## src/rtl/cmdspi_regs_pkg.sv

```systemverilog
// Shared constants for the cmdspi register bank: address map, STATUS bit
// positions and the default ID word.
package cmdspi_regs_pkg;

  localparam logic [31:0] DEFAULT_ID_VALUE = 32'h1CE4_0001;

  localparam logic [6:0] ADDR_ID         = 7'h00;
  localparam logic [6:0] ADDR_SCRATCH    = 7'h01;
  localparam logic [6:0] ADDR_CTRL       = 7'h02;
  localparam logic [6:0] ADDR_STATUS     = 7'h03;
  localparam logic [6:0] ADDR_FIFO_DATA  = 7'h04;
  localparam logic [6:0] ADDR_FIFO_POP   = 7'h05;
  localparam logic [6:0] ADDR_SAMPLE_CNT = 7'h06;
  localparam logic [6:0] ADDR_PARAM0     = 7'h10;

  localparam int STATUS_EMPTY_BIT = 0;
  localparam int STATUS_FULL_BIT  = 1;
  localparam int STATUS_OVF_BIT   = 2;
  localparam int STATUS_LEVEL_LSB = 16;

endpackage

```

## src/rtl/cmdspi_regs_sync_fifo.sv

```systemverilog
// Single-clock FIFO with first-word fall-through head. A pop on a full FIFO
// frees the slot that a same-cycle push then fills.
module sync_fifo #(
  parameter int WIDTH = 32,
  parameter int DEPTH = 16
) (
  input  logic                     clk,
  input  logic                     rst,
  input  logic                     push,
  input  logic                     pop,
  input  logic [WIDTH-1:0]         din,
  output logic [WIDTH-1:0]         dout,
  output logic                     full,
  output logic                     empty,
  output logic [$clog2(DEPTH):0]   level
);

  localparam int AW = $clog2(DEPTH);
  localparam logic [AW:0] FULL_LEVEL = DEPTH[AW:0];

  logic [WIDTH-1:0] mem [DEPTH];
  logic [AW-1:0]    wr_ptr;
  logic [AW-1:0]    rd_ptr;
  logic             do_push;
  logic             do_pop;

  assign empty   = (level == '0);
  assign full    = (level == FULL_LEVEL);
  assign do_pop  = pop && !empty;
  assign do_push = push && (!full || do_pop);
  assign dout    = mem[rd_ptr];

  always_ff @(posedge clk) begin
    if (rst) begin
      wr_ptr <= '0;
      rd_ptr <= '0;
      level  <= '0;
    end else begin
      if (do_push) wr_ptr <= wr_ptr + 1'b1;
      if (do_pop)  rd_ptr <= rd_ptr + 1'b1;
      if (do_push && !do_pop)      level <= level + 1'b1;
      else if (do_pop && !do_push) level <= level - 1'b1;
    end
  end

  // Storage is not reset so it maps onto plain RAM.
  always_ff @(posedge clk) begin
    if (do_push) mem[wr_ptr] <= din;
  end

endmodule

```

## src/rtl/cmdspi_regs.sv

```systemverilog
// Register bank behind the cmdspi slave: control/parameter registers for the
// DSP core plus a host-drained sample FIFO with sticky overflow and irq.
module cmdspi_regs
  import cmdspi_regs_pkg::*;
#(
  parameter logic [31:0] ID_VALUE   = DEFAULT_ID_VALUE,
  parameter int          FIFO_DEPTH = 16,
  parameter int          NPARAM     = 8
) (
  input  logic                   clk,
  input  logic                   rst,
  input  logic                   we,
  input  logic [6:0]             addr,
  input  logic [31:0]            wdat,
  output logic [31:0]            rdat,
  output logic [31:0]            ctrl,
  output logic [32*NPARAM-1:0]   param,
  input  logic                   s_valid,
  input  logic [31:0]            s_data,
  output logic                   irq
);

  localparam int LW = $clog2(FIFO_DEPTH) + 1;

  logic [31:0]              scratch;
  logic [31:0]              sample_cnt;
  logic [NPARAM-1:0][31:0]  param_q;
  logic                     ovf;
  logic                     fifo_full;
  logic                     fifo_empty;
  logic [LW-1:0]            fifo_level;
  logic [31:0]              fifo_head;
  logic                     pop_req;
  logic                     push_ok;
  logic                     drop;
  logic                     param_hit;
  logic [31:0]              status;
  logic [31:0]              rd_nxt;
  logic [7:0]               irq_thr;
  logic [8:0]               level9;
  logic                     irq_nxt;

  assign pop_req   = we && (addr == ADDR_FIFO_POP);
  // Mirrors the FIFO's own accept rule so the counter and overflow agree with it.
  assign push_ok   = s_valid && (!fifo_full || (pop_req && !fifo_empty));
  assign drop      = s_valid && !push_ok;
  assign param_hit = (addr[6:4] == ADDR_PARAM0[6:4]) && (int'(addr[3:0]) < NPARAM);
  assign param     = param_q;

  sync_fifo #(.WIDTH(32), .DEPTH(FIFO_DEPTH)) u_fifo (
    .clk   (clk),
    .rst   (rst),
    .push  (s_valid),
    .pop   (pop_req),
    .din   (s_data),
    .dout  (fifo_head),
    .full  (fifo_full),
    .empty (fifo_empty),
    .level (fifo_level)
  );

  always_comb begin
    status = '0;
    status[STATUS_EMPTY_BIT]          = fifo_empty;
    status[STATUS_FULL_BIT]           = fifo_full;
    status[STATUS_OVF_BIT]            = ovf;
    status[STATUS_LEVEL_LSB +: LW]    = fifo_level;
  end

  always_comb begin
    rd_nxt = '0;
    case (addr)
      ADDR_ID:         rd_nxt = ID_VALUE;
      ADDR_SCRATCH:    rd_nxt = scratch;
      ADDR_CTRL:       rd_nxt = ctrl;
      ADDR_STATUS:     rd_nxt = status;
      ADDR_FIFO_DATA:  rd_nxt = fifo_empty ? '0 : fifo_head;
      ADDR_SAMPLE_CNT: rd_nxt = sample_cnt;
      default: begin
        for (int k = 0; k < NPARAM; k++) begin
          if (param_hit && (addr[3:0] == 4'(k))) rd_nxt = param_q[k];
        end
      end
    endcase
  end

  assign irq_thr = ctrl[31:24];
  assign level9  = 9'(fifo_level);
  assign irq_nxt = ((irq_thr != 8'd0) && (level9 >= {1'b0, irq_thr})) || ovf;

  always_ff @(posedge clk) begin
    if (rst) begin
      rdat       <= '0;
      irq        <= 1'b0;
      scratch    <= '0;
      ctrl       <= '0;
      param_q    <= '0;
      ovf        <= 1'b0;
      sample_cnt <= '0;
    end else begin
      rdat <= rd_nxt;
      irq  <= irq_nxt;
      if (we && (addr == ADDR_SCRATCH)) scratch <= wdat;
      if (we && (addr == ADDR_CTRL))    ctrl    <= wdat;
      for (int k = 0; k < NPARAM; k++) begin
        if (we && param_hit && (addr[3:0] == 4'(k))) param_q[k] <= wdat;
      end
      // A drop in the same cycle as a clear keeps the flag set.
      if (drop)
        ovf <= 1'b1;
      else if (we && (addr == ADDR_STATUS) && wdat[STATUS_OVF_BIT])
        ovf <= 1'b0;
      if (we && (addr == ADDR_SAMPLE_CNT))
        sample_cnt <= push_ok ? 32'd1 : 32'd0;
      else if (push_ok)
        sample_cnt <= sample_cnt + 32'd1;
    end
  end

endmodule

```

## config.mk

```make
export PLATFORM = sky130hd
export DESIGN_NAME = cmdspi_regs
export DESIGN_NICKNAME = d
export VERILOG_FILES = /design/src/rtl/cmdspi_regs_pkg.sv /design/src/rtl/cmdspi_regs_sync_fifo.sv /design/src/rtl/cmdspi_regs.sv
export SDC_FILE = /design/constraint.sdc
export NUM_CORES = 1
export LEC_CHECK = 0
export BUFFER_PORTS_ARGS = -buffer_cell sky130_fd_sc_hd__buf_2
export CORE_AREA = 8 8 246 307
export CTS_CLUSTER_SIZE = 20
export DETAILED_ROUTE_END_ITERATION = 10
export DIE_AREA = 0 0 254 315
export PLACE_DENSITY = 0.76
export SYNTH_ARGS = -nofsm -noshare
export SYNTH_HDL_FRONTEND = slang
export SYNTH_HIERARCHICAL = 1
export SYNTH_SLANG_ARGS = --single-unit
```

## constraint.sdc

```tcl
create_clock -name clk -period 3.7 [get_ports clk]
set_input_delay 0.185 -clock clk [delete_from_list [all_inputs] [get_ports clk]]
set_output_delay 0.185 -clock clk [all_outputs]
set_load 0.02 [all_outputs]
```

* Word level (Yosys, flattened, before mapping)
Memory sizes are Yosys's and may differ from the RTL's. A register that Yosys moved wholly into a read port is not among the register bits. Index checks and enable logic that the tools add are counted.
Storage, ports and cells: register bits after elaboration 399, latch bits 0, memory bits (writable) 512, bits in read-only memories 0, logic and storage cells 104, memories 1
Memories:
- u_fifo.mem | depth 16, bits a word 32, read ports 1, clocked after memory_dff 1, write ports 1, line cmdspi_regs_sync_fifo.sv:21 | logic [WIDTH-1:0] mem [DEPTH];
Operators by class: add/sub/neg operators 5, multipliers 0, div/mod/pow operators 0, order comparisons 2, equal/unequal tests 15, shift operators 0, muxes and demuxes 21, bitwise logic cells 0, reduce and logical (&&, ||, !) cells 43
Operator list (number):
- 32-bit 2-to-1 mux | 11
- 32-bit case mux with 6 select lines | 1
- 32-bit by 1-bit adder with 32-bit output, second input constant | 1
- 1-bit logical AND | 30
- 7-bit by 3-bit equality test with 1-bit output, second input constant | 3
- 4-bit by 3-bit equality test with 1-bit output, second input constant | 4
- 7-bit by 2-bit equality test with 1-bit output, second input constant | 2
- 5-bit 2-to-1 mux | 2
- 4-bit by 1-bit adder with 4-bit output, second input constant | 2
- 4-bit by 2-bit equality test with 1-bit output, second input constant | 2
- 5-bit by 8-bit greater-or-equal comparator with 1-bit output | 1
- 4-bit 2-to-1 mux | 2
- 8-bit nonzero test | 1
- 7-bit by 1-bit equality test with 1-bit output, second input constant | 1
- 7-bit zero test | 1
- 2-bit nonzero test | 3
- 5-bit by 1-bit adder with 5-bit output, second input constant | 1
- 5-bit equality test, second input constant | 1
- 5-bit zero test | 1
- 1-bit 2-to-1 mux | 5
- 5-bit by 1-bit subtractor with 5-bit output, second input constant | 1
- 4-bit by 1-bit equality test with 1-bit output, second input constant | 1
- 1-bit zero test | 4
- 4-bit zero test | 1
- other kinds (3) | 4

* Logic depth before layout (Yosys ltp)
depth in word-level cells 12, gate-level depth with buffers 13, gate-level depth less buffers 11

* Hierarchy
The synthesis kept the hierarchy.
By module, submodules not included:
- sync_fifo | instances 1, cells each 896, area each 20055.5 µm², seq. area each 15715.1 µm²
- cmdspi_regs | instances 1, cells each 2235, area each 17080.1 µm², seq. area each 7727.4 µm²

* Worst setup path after synthesis
No wires, ideal clock.
path type input -> register, from input port addr[3], to memory u_fifo.mem[0][0] (enable), setup time 0.461 ns, data arrival time 3.573 ns, required time 3.239 ns, path slack -0.334 ns, stages 7, path buffers 2, path through buf_2 > buf_2 > nor2_1 > and3_1 > or3_4 > nand3_2 > nor3_1
Between the ends: word-level cells in the longest chain between the ends 7
RTL lines:
- start: declaration | line cmdspi_regs.sv:13 | input logic [6:0] addr,
- 7-bit by 3-bit equality test with 1-bit output | line cmdspi_regs.sv:43 | assign pop_req = we && (addr == ADDR_FIFO_POP);
- 1-bit logical AND | line cmdspi_regs.sv:43
- net pop_req | line cmdspi_regs.sv:33 | logic pop_req;
- 1-bit logical AND | line cmdspi_regs_sync_fifo.sv:29 | assign do_pop = pop && !empty;
- 1-bit logical OR | line cmdspi_regs_sync_fifo.sv:30 | assign do_push = push && (!full || do_pop);
- 1-bit logical AND | line cmdspi_regs_sync_fifo.sv:30
- 1-bit 2-to-1 mux | line cmdspi_regs_sync_fifo.sv:48 | if (do_push) mem[wr_ptr] <= din;
- 1-bit 2-to-1 mux (not written as such) | line cmdspi_regs_sync_fifo.sv:48
- end: declaration | line cmdspi_regs_sync_fifo.sv:21
The timed path passes the listed nets, and every way through them passes these cells.

* Worst setup path after layout
from register u_fifo.level[3], to register u_fifo.level[3]
Between the ends: word-level cells in the longest chain between the ends 8, elaborated cells between the ends (all ways) 16, classes of those cells add/sub (2); eq/ne (1); mux (2); reduce/logical (11)
RTL lines:
- start: declaration | line cmdspi_regs_sync_fifo.sv:15 | output logic [$clog2(DEPTH):0] level
- start signal: assignment | line cmdspi_regs_sync_fifo.sv:41 | if (do_push && !do_pop) level <= level + 1'b1;
- start signal: assignment | line cmdspi_regs_sync_fifo.sv:42 | else if (do_pop && !do_push) level <= level - 1'b1;
- 5-bit zero test | line cmdspi_regs_sync_fifo.sv:27 | assign empty = (level == '0);
- 1-bit zero test | line cmdspi_regs_sync_fifo.sv:29
- 1-bit logical AND | line cmdspi_regs_sync_fifo.sv:29
- 1-bit logical OR (*) | line cmdspi_regs_sync_fifo.sv:30
- 1-bit logical AND (*) | line cmdspi_regs_sync_fifo.sv:30
- net u_fifo.do_push | line cmdspi_regs_sync_fifo.sv:24 | logic do_push;
- 1-bit zero test | line cmdspi_regs_sync_fifo.sv:42
- 1-bit logical AND | line cmdspi_regs_sync_fifo.sv:42
- 2-bit nonzero test (no source line)
Mark *: on every way through the listed nets, which the timed path passes. The rest lies on a longest branch. The select of a mux whose other input is x is not followed. A chain may end at the register's enable or synchronous reset.

==> impl_metrics.env <==
export IMPL_finalClockSkew_ns=0.02959
export IMPL_required_ns=4.22
export IMPL_multi_input_area_um2=12680
export IMPL_endpoint_kind="register"
export IMPL_clock_root_buffer="clkbuf_16"
export IMPL_final_util_pct=62.15
export IMPL_wl_per_cell_um=27.18
export IMPL_top_layer_used="met5"
export IMPL_die_y_um=315
export IMPL_holdBufCountCts=66
export IMPL_nNetsFinal=3599
export IMPL_slew_violations=0
export IMPL_synth_flop_cell="edfxtp_1"
export IMPL_core_um2=70370
export IMPL_gr_total_overflow=0
export IMPL_place_area_um2=40300
export IMPL_synth_cell_types=85
export IMPL_synth_warnings=6
export IMPL_ios=396
export IMPL_comb_power_share_pct=6.4
export IMPL_cts_tree="yes"
export IMPL_cts_buffers=83
export IMPL_power_switching_uw=4888
export IMPL_async_flop_share_pct=0
export IMPL_finalHoldViolCount=0
export IMPL_hpwl_um=80150
export IMPL_seqCellArea_um2=23450
export IMPL_synth_cell_area_um2=37140
export IMPL_die_x_um=254
export IMPL_numClockSinks=915
export IMPL_worst_hold_slack_ns=0.09052
export IMPL_drt_iter0_markers=3473
export IMPL_grt_pass1_wl_um=178900
export IMPL_synth_xor_area_share_pct=0.5660
export IMPL_internal_power_uw=16280
export IMPL_min_period_ns=2.996
export IMPL_status="complete, no violations"
export IMPL_synth_compound_area_share_pct=12.65
export IMPL_startpoint_type="register"
export IMPL_grtUsageTotal_pct=29.62
export IMPL_crit_fanout=8
export IMPL_area_growth_synth_to_final_pct=17.77
export IMPL_yosysSeqAreaShare_pct=63.13
export IMPL_tns_ns=0
export IMPL_die_area_um2=80010
export IMPL_leakage_uw=0.01515
export IMPL_synth_top_family_by_area="compound AO/OA/AOI/OAI gates"
export IMPL_synth_area_leader_cell="edfxtp_1"
export IMPL_max_freq_mhz=333.8
export IMPL_wl_met2_um=59030
export IMPL_ctsResizeCount=0
export IMPL_final_cell_area_um2=43740
export IMPL_synth_edf_count=512
export IMPL_row_count=109
export IMPL_maxCapViolCount=0
export IMPL_ir_drop_mv=0.3193
export IMPL_drt_total_wl_um=122900
export IMPL_n_fill_cell=5284
export IMPL_syn_num_nets=3222
export IMPL_worst_pin_slew_ns=1.083
export IMPL_syn_instance_count=3131
export IMPL_synthAdderAreaFrac_pct=0.5593
export IMPL_cts_max_path_buffers=3
export IMPL_drive_above_1_share_pct=22.78
export IMPL_setup_violations=0
export IMPL_path_clk_slew_ns=0.06
export IMPL_synth_top_area_share_pct=41.40
export IMPL_gp_congestion=0.9763
export IMPL_cp_arrival_ns=3.52
export IMPL_cts_setup_buffers=0
export IMPL_p_per_area_nw_per_um2=484.1
export IMPL_synthMuxAreaShare_pct=8.811
export IMPL_path_class="register to register"
export IMPL_antenna_found_initial=10
export IMPL_power_frac_seq_pct=52.1
export IMPL_ys_seq_elements=915
export IMPL_p_sw_share_pct=23.09
export IMPL_layout_commonest_cell="nand2_1"
export IMPL_rsz0062_at_grt="false"
export IMPL_mostFrequentLayoutCells="nand2_1, edfxtp_1, a21oi_1"
export IMPL_ant_nets=0
export IMPL_synthTopCellsByArea="edfxtp_1, dfxtp_1, mux4_2"
export IMPL_vias_per_cell=6.318
export IMPL_wl_met1_um=41730
export IMPL_power_frac_clock_pct=41.6
export IMPL_htree_num_levels=3
export IMPL_grt_max_degree=98
export IMPL_numPortBuffers=395
export IMPL_vias=28560
export IMPL_slew_headroom_pct=27.82
export IMPL_grt_pass1_vias=27720
export IMPL_post_route_period_util_pct=80.97
export IMPL_drc=0
export IMPL_synth_avg_cell_area_um2=11.86
export IMPL_start_util_pct=52.77
export IMPL_first_pass_iters=6
export IMPL_clk_latency_ns=0.65
export IMPL_yosys_area_share_simple_pct=11.06
export IMPL_met3WireLength_um=13380
export IMPL_hold_class="primary input to register"
[final timing paths]
path	startpoint	endpoint	slack, ns	cells after the start
worst max-delay path	u_fifo/level[3]	u_fifo/level[3]	0.70	10
worst max register to register	u_fifo/level[3]	u_fifo/level[3]	0.70	10
worst min-delay path	we	param[179]	0.09	4
worst min register to register	scratch[10]	scratch[10]	0.46	2
[layout make-up]
cell class | count | area share, %
Multi-Input combinational cell | 1930 | 29.00
Timing Repair Buffer | 559 | 8.171
Antenna cell | 3 | 0.01716
Tap cell | 943 | 2.698
Clock inverter | 39 | 1.104
Inverter | 19 | 0.1631
Clock buffer | 112 | 5.227
Sequential cell | 915 | 53.62
[cells by family (layout without fill, tap and decap cells)]
logic type / after synthesis / after routing
AO/OA/AOI/OAI: 753 / 753
XOR/XNOR: 24 / 24
adder cells (fa/ha/maj): 16 / 16
buffers and inverters: 286 / 729
flip-flops: 915 / 915
multiplexers: 164 / 164
other: 0 / 3
AND/OR/NAND/NOR: 973 / 973
[stage by stage]
step	worst slack (ns)	power (µW)	instances
after floorplan	0.5256	11970	3131
after global placement	0.6119	12470	4300
after detailed placement	0.6121	12490	4300
after CTS	0.7467	21200	4517
after global routing	0.5312	21700	4518
final	0.7039	21170	4520
[power groups by stage]
stage | registers [µW] | clock network (µW) | logic (µW)
floorplan | 11200 | 0 | 748
global placement | 11200 | 0 | 1240
detailed placement | 11200 | 0 | 1250
CTS | 11000 | 8850 | 1330
global route | 11000 | 9240 | 1440
finish | 11000 | 8800 | 1350
[critical path, stage by stage (launching register included)]
cell     delay, ns
dfxtp_1       0.38
or4_4         0.65
o31ai_4       0.30
inv_1         0.09
ha_1          0.22
inv_1         0.16
ha_1          0.27
a21o_1        0.18
a21oi_1       0.19
nor4_1        0.06
or3_1         0.39
[metal layers]
| layer | GRT usage (%) | up-vias |
|---|---|---|
| met1 | 34.62 | 13870 |
| met3 | 5.792 | 474 |
| met4 | 18.20 | 12 |
| li1 | - | 12240 |
| met5 | 0 | - |
| met2 | 50.04 | 1963 |
[cells in the mapped netlist (15+ instances only)]
master    instances
a222oi_1         19
inv_1            18
nor3_1           24
nand3_1          27
clkbuf_1        182
a221oi_1         15
xor2_1           18
o21ai_0          52
nor2_1           95
ha_1             15
dfxtp_1         403
buf_2            75
edfxtp_1        512
mux2i_1          31
a21o_1           17
o211ai_1         15
mux4_2          130
a22oi_1          98
a21oi_1         420
nand2_1         727
[sequential cells by signal, summed over array words and instances, names as in the netlist, named ones only]
signal and flops:
ctrl 32, irq 1, ovf 1, param 256, rdat 32, sample_cnt 32, scratch 32, u_fifo/level 5
u_fifo/mem 512, u_fifo/rd_ptr 4, u_fifo/wr_ptr 4
(Power assumes the default switching activity.)
